## config.mk

```make
export PLATFORM = sky130hd
export DESIGN_NAME = hdr_frame_counter
export DESIGN_NICKNAME = d
export VERILOG_FILES = /design/src/rtl/hdr_fcnt_pkg.sv /design/src/rtl/hdr_frame_counter.sv
export SDC_FILE = /design/constraint.sdc
export NUM_CORES = 1
export LEC_CHECK = 0
export ABC_AREA = 0
export CAP_MARGIN = 10
export CORE_MARGIN = 5
export CORE_UTILIZATION = 35
export CTS_BUF_LIST = sky130_fd_sc_hd__clkbuf_8
export DETAILED_ROUTE_END_ITERATION = 12
export DONT_BUFFER_PORTS = 1
export GPL_TIMING_DRIVEN = 1
export PLACE_DENSITY = 0.56
export RECOVER_POWER = 50
export REMOVE_ABC_BUFFERS = 1
export SETUP_SLACK_MARGIN = 0.05
export SLEW_MARGIN = 10
export SYNTH_ARGS = -nofsm -noshare
export SYNTH_HDL_FRONTEND = slang
export SYNTH_SLANG_ARGS = --single-unit
```

## constraint.sdc

```tcl
create_clock -name i_fcnt_clk -period 7.3 [get_ports i_fcnt_clk]
set_clock_uncertainty 0.1 [all_clocks]
set_input_delay 1.46 -clock i_fcnt_clk [delete_from_list [all_inputs] [get_ports i_fcnt_clk]]
set_output_delay 1.46 -clock i_fcnt_clk [all_outputs]
set_load 0.005 [all_outputs]
```

## src/rtl/hdr_fcnt_pkg.sv

```systemverilog
// hdr_fcnt_pkg: shared types and constants for the HDR-DDR frame counter.
package hdr_fcnt_pkg;

    typedef enum logic [1:0] {IDLE, COUNT, DONE} fcnt_state_e;

    // Word count per immediate DTT, 2 bits per entry, entry 0 in the LSBs.
    localparam logic [15:0] DTT_WORDS = {2'd2, 2'd2, 2'd1, 2'd2, 2'd2, 2'd1, 2'd1, 2'd0};

    localparam int THRESH_RX        = 1;
    localparam int THRESH_TX        = 2;
    localparam int WORD_END_DEFAULT = 19;

    function automatic logic [1:0] dtt_words(input logic [2:0] dtt);
        return DTT_WORDS[{dtt, 1'b0} +: 2];
    endfunction

endpackage

```

## src/rtl/hdr_frame_counter.sv

```systemverilog
// hdr_frame_counter: counts remaining HDR-DDR words of a transfer, flags the
// last word, pulses done on completion and latches overrun.
module hdr_frame_counter
    import hdr_fcnt_pkg::*;
#(
    parameter int LEN_W        = 16,
    parameter int CNT_W        = 16,
    parameter int BITCNT_W     = 6,
    parameter int WORD_END_BIT = WORD_END_DEFAULT
) (
    input  logic                i_fcnt_clk,
    input  logic                i_fcnt_rst,
    input  logic                i_fcnt_load,
    input  logic                i_fcnt_en,
    input  logic                i_fcnt_dir,
    input  logic                i_regf_CMD_ATTR,
    input  logic [LEN_W-1:0]    i_regf_DATA_LEN,
    input  logic [2:0]          i_regf_DTT,
    input  logic [BITCNT_W-1:0] i_cnt_bit_count,
    output logic [CNT_W-1:0]    o_fcnt_remaining,
    output logic                o_fcnt_last_frame,
    output logic                o_fcnt_done,
    output logic                o_fcnt_err_overrun
);

    fcnt_state_e         state, state_n;
    logic [CNT_W-1:0]    rem_n, total, thresh;
    logic [LEN_W:0]      len_p1;
    logic [BITCNT_W-1:0] prev_bitcnt;
    logic                tick, last_n, done_n, ovr_n;

    // Rising into the end-bit value only, so a stalled bit count ticks once.
    assign tick   = i_fcnt_en && i_cnt_bit_count == BITCNT_W'(WORD_END_BIT)
                    && prev_bitcnt != BITCNT_W'(WORD_END_BIT);
    assign len_p1 = {1'b0, i_regf_DATA_LEN} + (LEN_W+1)'(1);
    assign total  = i_regf_CMD_ATTR ? CNT_W'(dtt_words(i_regf_DTT)) : CNT_W'(len_p1[LEN_W:1]);
    assign thresh = i_fcnt_dir ? CNT_W'(THRESH_TX) : CNT_W'(THRESH_RX);

    always_comb begin
        state_n = state;
        rem_n   = o_fcnt_remaining;
        done_n  = 1'b0;
        ovr_n   = o_fcnt_err_overrun;
        if (i_fcnt_load) begin
            rem_n   = total;
            ovr_n   = 1'b0;
            state_n = (total != '0) ? COUNT : DONE;
            done_n  = (total == '0);
        end else if (tick && state == COUNT) begin
            rem_n = o_fcnt_remaining - CNT_W'(1);
            if (o_fcnt_remaining == CNT_W'(1)) begin
                state_n = DONE;
                done_n  = 1'b1;
            end
        end else if (tick && state == DONE) begin
            ovr_n = 1'b1;
        end
        last_n = state_n == COUNT && rem_n != '0 && rem_n <= thresh;
    end

    always_ff @(posedge i_fcnt_clk) begin
        if (i_fcnt_rst) begin
            state              <= IDLE;
            prev_bitcnt        <= '0;
            o_fcnt_remaining   <= '0;
            o_fcnt_last_frame  <= 1'b0;
            o_fcnt_done        <= 1'b0;
            o_fcnt_err_overrun <= 1'b0;
        end else begin
            state              <= state_n;
            prev_bitcnt        <= i_cnt_bit_count;
            o_fcnt_remaining   <= rem_n;
            o_fcnt_last_frame  <= last_n;
            o_fcnt_done        <= done_n;
            o_fcnt_err_overrun <= ovr_n;
        end
    end

endmodule

```

==> out/results.txt <==
Number of synthesized flops with an enable pin = 0
Peak fanout along the critical path = 5
Warnings, synthesis = 0
Clock Sinks = 27
Routed Antenna Nets = 0
Syn Std Cell Area = 0.002180 mm2
Vias per std cell = 6.099
DRC = 0
CTS tree = yes
CP Launch Type = input pin
Syn_area_per_cell = 7.897 um2
Die H = 88.92 um
R2R setup slack = 4.57 ns
Routability Congestion = 0.8190
Starting Density = 0.3638
Row cnt = 28
Post-CTS Setup Bufs = 0
Worst path required time = 7.39 ns
PD cells = 143.8 mW/mm2
DP Wirelength = 4920 um
Io pins = 50
Setup tns final = 0 ns
Gate Count Post-Synth = 276
Setup-failing EPs final = 0
Largest net degree at the start of global routing = 33
Port-buffer cells = 0
Ys async rst share = 0
H-tree levels = 1
Pre-Repair DR Iteration Count = 5
Layout Nets = 305
Yosys reg bits = 27
Post-synthesis sequential area ratio = 0.2480
RSZ-0062 raised after global routing = no
Cts hold-fix bufs = 0
Slew Limit Fails = 0
Commonest non-fill, non-tap cell in the layout = nor2_1
Layout cells sized above 1 = 0.05618
Total power = 326.6 uW
Routed via count = 2086
CTS root buf = clkbuf_8
F_max = 272.3 MHz
Worst Setup End Kind = flip-flop
Peak supply drop = 0.06831 mV
Core region area = 0.005991 mm2
First-pass GRT wire length = 10250 um
Clock-pin slew on the worst setup and hold paths = 0.11 ns
Final Util = 0.3793
Distinct cell type count of the synthesized netlist = 59
Total routed wirelength = 6238 um
Most used DFF post-synth = dfxtp_1
Die W = 88.92 um
Initial antenna violation count = 0
Initial DRC Count = 192
Status = finished clean
Worst Hold Class = reg2reg
MaxCap Viol Count = 0
Routed WL per cell = 18.24 um
Die ar. = 0.007906 mm2
Clock period minus worst slack = 3.673 ns
Placed cell areas = 0.002223 mm2
Post-cts sizing count = 0
CTS Buf Count = 3
Commonest non-fill, non-tap cells in the layout = nor2_1, dfxtp_1, xnor2_1, nand2_1
Crit Path Class = in2reg
Clock Path Buffers = 2
Gr ovfl total = 0
Antenna diodes = 0
Area delta synth->final = 4.248%
Leakage = 0.0007515 uW
Relative slew slack = 0.4910
GRT Total Usage = 0.1643
Worst EP arrival = 3.76 ns
Final instance area = 0.002272 mm2
Post-route clock period utilization = 0.5032
Vias in the first global route = 2006
Measured slew at the worst slew-check pin = 0.7442 ns
Final Hold Fails = 0
Clk_lat worst skew = 0.28 ns
## flip-flops by register name, summed over array words and instances, names as in the netlist
signal	count
state	2
o_fcnt_last_frame	1
o_fcnt_done	1
prev_bitcnt	6
o_fcnt_remaining	16
o_fcnt_err_overrun	1
## final cells by class
type                    instances  area (um2)
clock buffers                   3       41.29
flip-flops and latches         27       540.5
clock inverters                 1       7.507
fillers                       633        3719
multi-input cells             223        1540
well taps                      75       93.84
inverters                      13       48.80
## worst max-delay path, cell delays in order
cell,delay [ns]
nand4bb_1,0.30
a2111oi_2,0.65
mux2i_1,0.15
mux2i_1,0.24
inv_1,0.07
ha_1,0.29
a21oi_1,0.06
a21oi_1,0.12
a21oi_1,0.06
and4_1,0.18
and3_1,0.16
## report_power, final
| group | switching (uW) | total (uW) | internal, uW | leakage, uW |
|---|---|---|---|---|
| clock network | 52.2 | 91.1 | 38.8 | 0.0000217 |
| logic | 38.9 | 72.1 | 33.1 | 0.000508 |
| registers | 9.45 | 163 | 154 | 0.000222 |
| total | 101 | 327 | 226 | 0.000751 |
## metal layers
layer  vias to the layer above  track usage  part of all wire
li1                       1015            -                 -
met1                       964       0.2207              0.44
met2                        99       0.2584              0.44
met3                         8      0.04700              0.11
met4                         0      0.04258             0.014
met5                         -            0                 0
## path summary, 6_finish.rpt
path                                         start                 to  cells past startpoint
worst max-delay path            i_cnt_bit_count[5]  o_fcnt_last_frame                     11
worst min-delay path                      state[1]           state[1]                      2
worst max register to register      prev_bitcnt[5]  o_fcnt_last_frame                     11
worst min register to register            state[1]           state[1]                      2
## cells by family (layout without fill, tap and decap cells)
kind of cell	Yosys count	count (layout)	share of synthesized area
fa+ha+maj	6	6	0.03444
flops	27	27	0.2480
compound gates	57	57	0.2107
mux	7	7	0.03215
xor+xnor	20	20	0.08037
simple gates	133	133	0.3490
buf+inv	26	17	0.04534
## stage by stage
step,std cells,hold WS [ns],worst slack [ns]
after floorplan,263,0.3714,3.627
after global placement,338,0.4047,3.392
after detailed placement,338,0.4094,3.313
after CTS,342,0.4227,3.611
after global routing,342,0.4789,3.407
final,342,0.4247,3.627
## synth_stat cells, types with 2 or more instances
cell       n  area share
o32a_1     2      0.0092
o21a_1     4       0.014
a22oi_1    2      0.0069
xor2_1     6       0.024
or2_2      3      0.0086
nand3_1   10       0.023
o211ai_1   3       0.010
clkbuf_1  12       0.021
dfxtp_1   27        0.25
a31oi_1    2      0.0057
nand4_1   12       0.034
or4_4      2       0.010
o311ai_0   3       0.012
nor2_1    33       0.057
nor3_1    10       0.023
inv_1     12       0.021
o22a_1     2      0.0080
ha_1       6       0.034
nand3b_1   2      0.0069
or3_1      3      0.0086
a311o_1    2      0.0092
and3_1     4       0.011
mux2i_1    7       0.032
nand2b_1   5       0.014
nor4_1     5       0.014
o211a_1    4       0.018
o21ai_0    7       0.016
nor2b_1    9       0.026
and2_1     4       0.011
or4_1      4       0.014
a21oi_1    9       0.021
nand2_1   14       0.024
and4_1     5       0.020
xnor2_1   14       0.056
nor4b_1    3       0.012
Note: power is estimated with default switching activity, not from simulation.
